**config.mk**
```make
export PLATFORM = sky130hd
export DESIGN_NAME = data_mem_arbiter
export DESIGN_NICKNAME = d
export VERILOG_FILES = /design/src/rtl/data_mem_arbiter.sv
export SDC_FILE = /design/constraint.sdc
export NUM_CORES = 1
export LEC_CHECK = 0
export CORE_UTILIZATION = 45
export CTS_CLUSTER_DIAMETER = 30
export CTS_CLUSTER_SIZE = 40
export DETAILED_ROUTE_END_ITERATION = 12
export PLACE_DENSITY = 0.94
export SETUP_SLACK_MARGIN = 0.05
export SLEW_MARGIN = 15
export SYNTH_ARGS = -nofsm -noshare
export SYNTH_HDL_FRONTEND = slang
export SYNTH_SLANG_ARGS = --single-unit
```
**constraint.sdc**
```tcl
create_clock -name CLK -period 3.28 [get_ports CLK]
set_input_delay 0.984 -clock CLK [delete_from_list [all_inputs] [get_ports CLK]]
set_output_delay 0.984 -clock CLK [all_outputs]
set_load 0.05 [all_outputs]
```
**src/rtl/data_mem_arbiter.sv**
```systemverilog
// Shares one data memory between the pipeline MEM stage and a loader/DMA port; the pipeline has priority, and the loader wins after D_WAIT_MAX back-to-back pipeline grants.
// Each access takes one cycle, and done/rdata are registered on the following edge; stall holds the pipeline until its done pulse.
module data_mem_arbiter #(
  parameter int DATA_W     = 16,
  parameter int ADDR_W     = 16,
  parameter int DEPTH      = 64,
  parameter int D_WAIT_MAX = 4
) (
  input  logic              CLK,
  input  logic              RST_N,
  input  logic              p_req,
  input  logic              p_we,
  input  logic [ADDR_W-1:0] p_addr,
  input  logic [DATA_W-1:0] p_wdata,
  output logic [DATA_W-1:0] p_rdata,
  output logic              p_done,
  output logic              stall,
  input  logic              d_req,
  input  logic              d_we,
  input  logic [ADDR_W-1:0] d_addr,
  input  logic [DATA_W-1:0] d_wdata,
  output logic [DATA_W-1:0] d_rdata,
  output logic              d_done,
  output logic              addr_err,
  output logic [ADDR_W-1:0] mem_A,
  output logic [DATA_W-1:0] mem_WD,
  output logic              mem_WE,
  input  logic [DATA_W-1:0] mem_RD
);

  localparam int CW = (D_WAIT_MAX < 1) ? 1 : $clog2(D_WAIT_MAX + 1);
  localparam logic [CW-1:0] WAIT_MAX = CW'(D_WAIT_MAX);

  typedef enum logic [1:0] {IDLE, ACC_P, ACC_D} state_t;

  state_t            state, state_nxt;
  logic [CW-1:0]     wait_cnt;
  logic              wait_sat;
  logic              grant_p, grant_d;
  logic              acc, in_range;
  logic              acc_we;
  logic [ADDR_W-1:0] acc_addr;
  logic [DATA_W-1:0] acc_wdata;

  assign wait_sat = (wait_cnt >= WAIT_MAX);

  always_ff @(posedge CLK or negedge RST_N) begin
    if (!RST_N) state <= IDLE;
    else        state <= state_nxt;
  end

  // The loader only wins a tie once the pipeline has used up its run of grants.
  always_comb begin
    state_nxt = IDLE;
    grant_p   = 1'b0;
    grant_d   = 1'b0;
    if (state == IDLE) begin
      if (p_req && (!d_req || !wait_sat)) begin
        grant_p   = 1'b1;
        state_nxt = ACC_P;
      end else if (d_req) begin
        grant_d   = 1'b1;
        state_nxt = ACC_D;
      end
    end
  end

  always_comb begin
    acc      = (state != IDLE);
    in_range = (32'(acc_addr) < 32'(DEPTH));
    mem_WE   = acc && acc_we && in_range;
    stall    = p_req && !p_done;
  end

  assign mem_A  = acc_addr;
  assign mem_WD = acc_wdata;

  // Request fields are captured at grant so later changes cannot disturb the access.
  always_ff @(posedge CLK or negedge RST_N) begin
    if (!RST_N) begin
      acc_we    <= 1'b0;
      acc_addr  <= '0;
      acc_wdata <= '0;
      wait_cnt  <= '0;
    end else if (grant_p) begin
      acc_we    <= p_we;
      acc_addr  <= p_addr;
      acc_wdata <= p_wdata;
      wait_cnt  <= d_req ? (wait_sat ? wait_cnt : wait_cnt + 1'b1) : '0;
    end else if (grant_d) begin
      acc_we    <= d_we;
      acc_addr  <= d_addr;
      acc_wdata <= d_wdata;
      wait_cnt  <= '0;
    end
  end

  always_ff @(posedge CLK or negedge RST_N) begin
    if (!RST_N) begin
      p_done   <= 1'b0;
      d_done   <= 1'b0;
      addr_err <= 1'b0;
      p_rdata  <= '0;
      d_rdata  <= '0;
    end else begin
      p_done   <= (state == ACC_P);
      d_done   <= (state == ACC_D);
      addr_err <= acc && !in_range;
      if (state == ACC_P && !acc_we) p_rdata <= in_range ? mem_RD : '0;
      if (state == ACC_D && !acc_we) d_rdata <= in_range ? mem_RD : '0;
    end
  end

endmodule

```
==> results of run 1 <==
[flip-flops by register name (all words and copies together) (netlist names)]
name,count
acc_we,1
addr_err,1
d_done,1
d_rdata,16
mem_A,16
mem_WD,16
p_done,1
p_rdata,16
state,2
wait_cnt,3
[critical path: cells and delay by family, from the launching register on]
family	cells	cell delay, ps
buffers and inverters	1	170
DFF	1	400
and+or+nand+nor	3	930
[final cells by class]
type,count,share of cell area (%)
Clock buffer,11,2.905
Clock inverter,5,1.489
Inverter,3,0.2161
Sequential cell,73,35.05
Multi-Input combinational cell,200,26.94
Timing Repair Buffer,160,31.02
Tap cell,99,2.377
[per-stage QoR]
| stage | hold slack (ps) | cells | utilization, % |
|---|---|---|---|
| after floorplan | 463.7 | 296 | - |
| after global placement | 467.5 | 535 | 68.69 |
| after detailed placement | 477.0 | 535 | 68.69 |
| after CTS | 496.7 | 551 | 71.85 |
| after global routing | 521.6 | 551 | 71.85 |
| final | 492.2 | 551 | 71.85 |
[where the power goes]
group          internal (W)  switching, W
clock              0.000468      0.000324
combinational      0.000508      0.000709
sequential          0.00103     0.0000947
[cells by family (layout without fill, tap and decap cells)]
logic type	count (synthesis)	count (layout)	share of synthesized area, %
adder cells (fa/ha/maj)	1	1	0.3696
buffers and inverters	23	179	4.880
AO/OA/AOI/OAI	48	48	7.542
multiplexers	56	56	20.30
flip-flops	73	73	53.97
AND/OR/NAND/NOR	95	95	12.94
[cells in the mapped netlist]
| cell | count | area, µm² |
|---|---|---|
| buf_1 | 1 | 3.750 |
| nand2b_1 | 1 | 6.260 |
| clkbuf_1 | 3 | 11.26 |
| o21ai_0 | 17 | 85.08 |
| a31oi_1 | 1 | 6.260 |
| buf_8 | 1 | 15.01 |
| ha_1 | 1 | 12.51 |
| nor4_1 | 2 | 12.51 |
| nor2_1 | 2 | 7.510 |
| inv_1 | 3 | 11.26 |
| dfrtp_1 | 73 | 1827 |
| mux2_1 | 2 | 22.52 |
| mux2_4 | 19 | 285.3 |
| buf_6 | 5 | 56.30 |
| nand2_1 | 66 | 247.7 |
| or3b_2 | 2 | 17.52 |
| mux2_2 | 23 | 259.0 |
| a211o_1 | 1 | 8.760 |
| nor3b_1 | 1 | 7.510 |
| nor2_4 | 1 | 11.26 |
| o21ai_1 | 27 | 135.1 |
| buf_4 | 1 | 7.510 |
| nor3b_2 | 3 | 37.54 |
| o32ai_1 | 1 | 8.760 |
| buf_2 | 8 | 40.04 |
| mux2i_1 | 12 | 120.1 |
| nand3_1 | 13 | 65.06 |
| nor2b_1 | 4 | 25.02 |
| a21boi_2 | 1 | 11.26 |
| buf_12 | 1 | 20.02 |
[path summary, 6_finish.rpt]
check,startpoint,end,slack (ps),cells past startpoint
max,mem_A[14],mem_WE,450,4
min,d_rdata[2],d_rdata[2],490,2
min in group asynchronous,RST_N,mem_WD[9],770,1
min reg2reg,d_rdata[2],d_rdata[2],490,2
max reg2reg,state[1],d_rdata[8],1360,3
max in group asynchronous,RST_N,mem_A[15],1910,1
[metal layers]
| metal | up-vias | GRT usage [%] | share of wire (%) |
|---|---|---|---|
| met5 | - | 0 | 0 |
| met4 | 0 | 8.504 | 1.6 |
| met3 | 13 | 6.157 | 8.0 |
| met2 | 132 | 39.86 | 51 |
| met1 | 1365 | 26.40 | 39 |
| li1 | 1309 | - | - |
==> metrics.csv, run 1 <==
stage,metric,value,unit
timing,worst_pin_slew,1072,ps
timing,period_minus_slack,2826,ps
floorplan,die-width,88.73,µm
timing,final.setup.tns,0,ps
synth,syn_inst,296,
floorplan,start_util,46.66,%
placement,hpwl,6456,µm
clocking,cts-buffers-inserted,9,
clocking,ctsLongestPathBuffers,2,
power,ir_worst_vdd,0.0003706,V
floorplan,row_count,31,
timing,slew_headroom,28.19,%
synth,ys_seq_area_share,53.97,%
power,p_per_area,602.0,nW/µm²
placement,dpl_cell_area,4982,µm²
timing,post-route-period-util,86.15,%
clocking,cts_resized,0,
power,total_power,0.003137,W
clocking,cts_max_level,3,
critical_path,critPathLaunchType,flop,
global_route,grt_first_pass_wirelength,13280,µm
global_route,antenna_found_initial,0,
power,p_leak,2.162,nW
floorplan,core,7253,µm²
drt,routed_wl,8906,µm
clocking,clock_sinks,73,
global_route,grt_max_degree,74,
synth,syn-num-nets,383,
synth,yosysWarnings,0,
drt,via_count,2819,
floorplan,io_pins,155,
drt,drt_pass1_iterations,4,
critical_path,critPathRequiredTime,2300,ps
placement,pre_cts_slack,452.1,ps
clocking,clockRootBuffer,clkbuf_8,
drt,via_per_inst,5.116,
drt,drt-initial-drc-count,93,
timing,clock-skew-final,13.58,ps
finish,final_common_cell,clkdlybuf4s50_1,
floorplan,die-area,7872,µm²
timing,fmax,353.9,MHz
critical_path,slowest_delay,450,ps
clocking,post_cts_buffers,0,
global_route,grt_overflow,0,
finish,diodes,0,
timing,drv_slew,0,
timing,setup_viol,0,
critical_path,path_cells,"nor4_1, nand3_1, nor3b_2, buf_12",
critical_path,slowest_stage,nor4_1,
clocking,clk_pin_slew,80,ps
critical_path,critPathArrivalTime,1840,ps
synth,ys_ff_latch,73,
timing,rsz0062_at_grt,false,
placement,gp_congestion,0.7238,
finish,drive_above_1_share,16.59,%
timing,worst_slack,454.3,ps
placement,portBuffers,154,
synth,syn-cell-area,3384,µm²
critical_path,path_class,reg2out,
critical_path,critPathMaxFanout,3,
finish,area_growth,53.97,%
global_route,grt_usage,22.65,%
clocking,clk_latency,340,ps
finish,stdcell_area,5211,µm²
drt,wl_per_cell,16.16,µm
global_route,grt_pass1_vias,2765,
drt,antenna_left,0,
flow_run,drv_cap,0,
clocking,cts_tree,built,
timing,hold_viol,0,
finish,multiInputGateArea,1404,µm²
synth,synth.distinct_cells,30,
clocking,hold_buffers,0,
floorplan,die_h,88.73,µm
finish,regArea,1827,µm²
finish,mostFrequentLayoutCells,"clkdlybuf4s50_1 (151), dfrtp_1 (73), nand2_1 (66)",
critical_path,crit_path_end_kind,primary output,
outcome,run_status,finished clean,
finish,fin_nets,534,
finish,num-fill-cells,516,
drt,drc_errors,0,
worst_hold_path,hold_path.class,reg2reg,
synth,synth.avg_cell_area,11.43,µm²
Power figures use the tool's default switching activity.
==> run 2: changes to the inputs <==
Settings changed: CORE_UTILIZATION 45 to 46, CTS_BUF_LIST set to sky130_fd_sc_hd__clkbuf_4, PLACE_DENSITY 0.94 to 0.95.
==> run 2 against run 1 <==
Compared with the run above:
- clock skew grew 1.8 ps
- register-to-register slack improved by 50 ps
- combinational power hardly changed
- total power shrank 5.4%
- core utilization grew 1.9 points
- die area fell by 2.1%
- first-iteration DRC count shrank 7.5%
- via count fell by 1.5%
- setup slack got worse by 35 ps
- critical path depth down 1
- clock power fell by 21%
- critical path type is now in2out
==> metrics.csv, run 2 (synthesis results as in run 1) <==
stage,metric,value,unit,change
outcome,run_status,finished clean,,
finish,area_growth,51.39,%,
floorplan,die-width,87.78,µm,-1.1%
critical_path,critPathArrivalTime,1880,ps,+40 ps
timing,post-route-period-util,87.23,%,+1.1 points
timing,clock-skew-final,15.39,ps,+1.820 ps
floorplan,start_util,48.74,%,+2.1 points
clocking,clockRootBuffer,clkbuf_4,,
finish,drive_above_1_share,16.59,%,unchanged
finish,stdcell_area,5124,µm²,-1.7%
finish,layoutNonFillerInstCount,548,,-0.54%
finish,fin_nets,534,,unchanged
global_route,grt_pass1_vias,2799,,+1.2%
floorplan,io_pins,155,,unchanged
critical_path,critPathRequiredTime,2300,ps,about the same
power,ir_worst_vdd,0.0003469,V,-6.4%
timing,fmax,349.5,MHz,-1.2%
drt,routed_wl,8996,µm,+1.0%
timing,setup_viol,0,,unchanged
clocking,ctsLongestPathBuffers,2,,unchanged
critical_path,critPathMaxFanout,2,,-1
timing,slew_headroom,27.41,%,-0.78 points
timing,period_minus_slack,2861,ps,+35.41 ps
placement,portBuffers,154,,unchanged
timing,rsz0062_at_grt,false,,
clocking,cts_tree,built,,
drt,drt-initial-drc-count,86,,-7.5%
clocking,clk_latency,400,ps,+60 ps
drt,drc_errors,0,,unchanged
timing,worst_slack,418.9,ps,-35.41 ps
critical_path,path_class,in2out,,
clocking,cts_resized,0,,unchanged
drt,drt_pass1_iterations,5,,+1
critical_path,critPathLaunchType,primary input,,
clocking,cts-buffers-inserted,9,,unchanged
power,p_per_area,579.1,nW/µm²,-3.8%
floorplan,die-area,7704,µm²,-2.1%
timing,worst_pin_slew,1084,ps,+11.71 ps
global_route,grt_first_pass_wirelength,13970,µm,+5.2%
clocking,hold_buffers,0,,unchanged
drt,via_per_inst,5.066,,-0.99%
critical_path,slowest_stage,clkdlybuf4s50_1,,
placement,pre_cts_slack,346.4,ps,-105.8 ps
drt,antenna_left,0,,unchanged
timing,final.setup.tns,0,ps,unchanged
flow_run,drv_cap,0,,unchanged
critical_path,slowest_delay,460,ps,about the same
clocking,clock_sinks,73,,unchanged
critical_path,crit_family,buffers and inverters,,
finish,diodes,0,,unchanged
critical_path,cp_num_buf_inv,2,,+1
finish,final_common_cell,clkdlybuf4s50_1,,
placement,gp_congestion,0.7313,,+1.0%
drt,via_count,2776,,-1.5%
floorplan,die_h,87.78,µm,-1.1%
placement,hpwl,6571,µm,+1.8%
placement,dpl_cell_area,4966,µm²,-0.33%
timing,drv_slew,0,,unchanged
clocking,cts_max_level,3,,unchanged
critical_path,path_cells,"clkdlybuf4s50_1, nor2b_1, buf_12",,
clocking,post_cts_buffers,0,,unchanged
floorplan,core,6944,µm²,-4.3%
power,p_leak,2.129,nW,-1.5%
critical_path,crit_path_end_kind,primary output,,
finish,mostFrequentLayoutCells,"clkdlybuf4s50_1 (151), dfrtp_1 (73), nand2_1 (66)",,
timing,hold_viol,0,,unchanged
global_route,grt_overflow,0,,unchanged
clocking,clk_pin_slew,110,ps,+30 ps
global_route,grt_max_degree,74,,unchanged
global_route,grt_usage,23.95,%,+1.3 points
floorplan,row_count,30,,-3.2%
worst_hold_path,hold_path.class,reg2reg,,
global_route,antenna_found_initial,0,,unchanged
placement,dp.cells,532,,-0.56%
drt,wl_per_cell,16.42,µm,+1.6%
[run 2: cell type report]
class / count / area (µm²)
fill: 482 / 1821
clock buffer: 10 / 75.07
sequential: 73 / 1827
tap: 96 / 120.1
timing repair buffer: 160 / 1604
clock inverter: 6 / 82.58
multi-input combinational: 200 / 1404
inverter: 3 / 11.26
[run 2: worst min-delay path: stages (launching register included)]
cell and delay (ps):
dfrtp_1 360, nand2_1 50, o21ai_1 60
[run 2: path summary, 6_finish.rpt]
path / from / to / slack, ps / cells past startpoint
min reg2reg: d_rdata[14] / d_rdata[14] / 490 / 2
min in group asynchronous: RST_N / p_rdata[6] / 700 / 1
max in group asynchronous: RST_N / mem_A[9] / 1990 / 1
max: p_req / stall / 420 / 3
min: d_rdata[14] / d_rdata[14] / 490 / 2
max reg2reg: state[0] / p_rdata[0] / 1410 / 3
[run 2: where the power goes]
group	leakage (nW)	switching, W	internal (W)	total, W
clock	0.0862	0.000309	0.000314	0.000624
sequential	0.940	0.0000969	0.00103	0.00113
combinational	1.10	0.000709	0.000506	0.00121
total	2.13	0.00111	0.00185	0.00297
[run 2: layer usage]
metal  vias up  global-route usage, %  wire length, µm
met5         -                      0                0
met3         6                  5.184              567
met2       101                  43.06             4791
met4         0                  7.154               71
met1      1357                  28.74             3565
li1       1312                      -                -
[run 2: through the flow]
| stage | total power [W] | hold slack [ps] | utilization, % |
|---|---|---|---|
| after floorplan | 0.001916 | 463.7 | - |
| after global placement | 0.002328 | 470.0 | 71.51 |
| after detailed placement | 0.002369 | 475.1 | 71.51 |
| after CTS | 0.002994 | 501.1 | 73.78 |
| after global routing | 0.003104 | 530.2 | 73.78 |
| final | 0.002967 | 493.8 | 73.78 |
==> run 3: changes to the inputs <==
Settings changed: MAX_ROUTING_LAYER set to met4, PLACE_DENSITY 0.95 to 0.88.
==> run 3 against run 2 <==
Compared with the run above:
- setup slack got worse by 38 ps
- sequential power barely moved
- clock-buffer cell count fell by 1
- worst hold slack improved by 7.9 ps
- critical path depth rose by 1
- non-clock buffer count fell by 1
- sequential cell count did not move
- core utilization fell by 0.22 points
- global-route usage rose by 0.64 points
- sequential share of layout area rose by 0.10 points
==> metrics.csv, run 3 (synthesis results as in run 1) <==
stage,metric,value,unit,change
drt,routed_wl,8979,µm,-0.19%
critical_path,path_depth,4,,+1
clocking,clockRootBuffer,clkbuf_4,,
power,combPwrFrac,41.9,%,+1.0 points
global_route,antenna_found_initial,0,,unchanged
critical_path,r2r_cells,3,,unchanged
floorplan,die-width,87.78,µm,unchanged
clocking,ctsLongestPathBuffers,2,,unchanged
finish,mostFrequentLayoutCells,"clkdlybuf4s50_1 (151), dfrtp_1 (73), nand2_1 (66)",,
drt,via_count,2795,,+0.68%
timing,rsz0062_at_grt,false,,
flow_run,drv_cap,0,,unchanged
drt,drc_errors,0,,unchanged
power,p_sw,0.001131,W,+1.5%
placement,dp.cells,531,,-0.19%
timing,slew_headroom,28.11,%,+0.70 points
power,ir_worst_vdd,0.0003102,V,-11%
clocking,cts_max_level,3,,unchanged
clocking,clock_sinks,73,,unchanged
placement,portBuffers,154,,unchanged
outcome,run_status,finished clean,,
clocking,post_cts_buffers,0,,unchanged
critical_path,slowest_delay,420,ps,-40 ps
finish,num-fill-cells,525,,+8.9%
clocking,clk_pin_slew,120,ps,about the same
global_route,grt_usage,24.59,%,+0.64 points
power,swShare,38.97,%,+1.4 points
critical_path,r2r_start,state[1],,
timing,final.setup.tns,0,ps,unchanged
timing,period_minus_slack,2899,ps,+38.36 ps
global_route,grt_max_degree,74,,unchanged
timing,hold_viol,0,,unchanged
finish,final_common_cell,clkdlybuf4s50_1,,
power,clockPowerShare,19.2,%,-1.8 points
power,p_leak,2.120,nW,-0.44%
critical_path,crit_path_end_kind,primary output,,
critical_path,crit_start,mem_A[15],,
critical_path,path_cells,"nor4_1, nand3_1, nor3b_2, buf_12",,
power,p_seq_share,38.9,%,+0.8 points
critical_path,path_class,reg2out,,
clocking,cts-buffers-inserted,9,,unchanged
drt,drt-initial-drc-count,108,,+26%
drt,via_per_inst,5.110,,+0.87%
clocking,hold_buffers,0,,unchanged
global_route,grt_first_pass_wirelength,13910,µm,-0.39%
floorplan,core,6944,µm²,unchanged
drt,drt_pass1_iterations,4,,-1
drt,wl_per_cell,16.41,µm,about the same
timing,clock-skew-final,21.77,ps,+6.371 ps
timing,fmax,344.9,MHz,-1.3%
worst_hold_path,hold_path.class,reg2reg,,
critical_path,cp-endpoint,mem_WE,,
critical_path,critPathRequiredTime,2300,ps,about the same
critical_path,critPathLaunchType,flop,,
finish,fin_nets,533,,-0.19%
floorplan,die_h,87.78,µm,unchanged
critical_path,critPathMaxFanout,3,,+1
timing,setup_viol,0,,unchanged
critical_path,rrSetupSlack,1370,ps,-40 ps
placement,hpwl,6610,µm,+0.59%
power,p_per_area,568.2,nW/µm²,-1.9%
placement,gp_congestion,0.7632,,+4.4%
power,internal_power,0.001772,W,-4.4%
floorplan,start_util,48.74,%,unchanged
clocking,clk_latency,400,ps,about the same
floorplan,die-area,7704,µm²,unchanged
finish,area_growth,50.94,%,
timing,worst_hold_slack,501.7,ps,+7.867 ps
finish,diodes,0,,unchanged
critical_path,slowest_stage,dfrtp_1,,
finish,layoutNonFillerInstCount,547,,-0.18%
floorplan,io_pins,155,,unchanged
floorplan,row_count,30,,unchanged
critical_path,critPathArrivalTime,1920,ps,+40 ps
timing,drv_slew,0,,unchanged
clocking,cts_tree,built,,
finish,drive_above_1_share,16.19,%,-0.41 points
global_route,grt_pass1_vias,2895,,+3.4%
critical_path,cp_num_buf_inv,1,,-1
timing,worst_pin_slew,1074,ps,-10.46 ps
clocking,cts_resized,0,,unchanged
timing,post-route-period-util,88.40,%,+1.2 points
power,total_power,0.002903,W,-2.2%
drt,antenna_left,0,,unchanged
critical_path,rr_endpoint,d_rdata[3],,
global_route,grt_overflow,0,,unchanged
critical_path,crit_family,simple AND/OR/NAND/NOR gates,,
==> run 3: routing by layer <==
| layer | track usage, % | up-vias | share of wire, % | routed length, µm |
|---|---|---|---|---|
| li1 | - | 1316 | - | - |
| met1 | 29.27 | 1361 | 42 | 3759 |
| met2 | 42.07 | 110 | 51 | 4558 |
| met3 | 4.901 | 8 | 6.6 | 592 |
| met4 | 7.452 | 0 | 0.77 | 69 |
| met5 | - | - | 0 | 0 |
==> run 3: power by group through the flow <==
| stage | logic [W] | registers [W] | clock network (W) |
|---|---|---|---|
| final | 0.00122 | 0.00113 | 0.000557 |
| after global routing | 0.00127 | 0.00115 | 0.000617 |
| after CTS | 0.00123 | 0.00113 | 0.000571 |
| after detailed placement | 0.00122 | 0.00115 | 0 |
| after global placement | 0.00119 | 0.00114 | 0 |
| after floorplan | 0.000349 | 0.00157 | 0 |
==> run 3: worst min-delay path by stage <==
stage	from	end	cells past startpoint
after floorplan	wait_cnt[0]	wait_cnt[0]	1
after global placement	d_rdata[9]	d_rdata[9]	2
after detailed placement	d_rdata[2]	d_rdata[2]	2
after CTS	d_rdata[2]	d_rdata[2]	2
after global routing	d_rdata[1]	d_rdata[1]	2
final	p_rdata[4]	p_rdata[4]	2
==> run 3: layout make-up <==
cell class | instances | area [µm²] | area share (%)
sequential | 73 | 1827 | 35.76
timing repair buffer | 159 | 1609 | 31.50
multi-input combinational | 200 | 1404 | 27.48
tap | 96 | 120.1 | 2.351
clock inverter | 7 | 70.07 | 1.372
clock buffer | 9 | 67.56 | 1.323
inverter | 3 | 11.26 | 0.2204
==> run 3: worst register-to-register path, stage by stage (launching register included) <==
cell	delay (ps)
dfrtp_1	550
nor3b_2	930
nand2_1	140
o21ai_0	210
==> run 3: through the flow <==
| stage | area, µm² | utilization (%) | worst slack [ps] |
|---|---|---|---|
| 2_1_floorplan | 3390 | - | 289.2 |
| 3_3_place_gp | 4971 | 71.59 | 457.8 |
| 3_5_place_dp | 4971 | 71.59 | 400.3 |
| 4_1_cts | 5109 | 73.57 | 348.7 |
| 5_1_grt | 5109 | 73.57 | 215.2 |
| 6_report | 5109 | 73.57 | 380.5 |
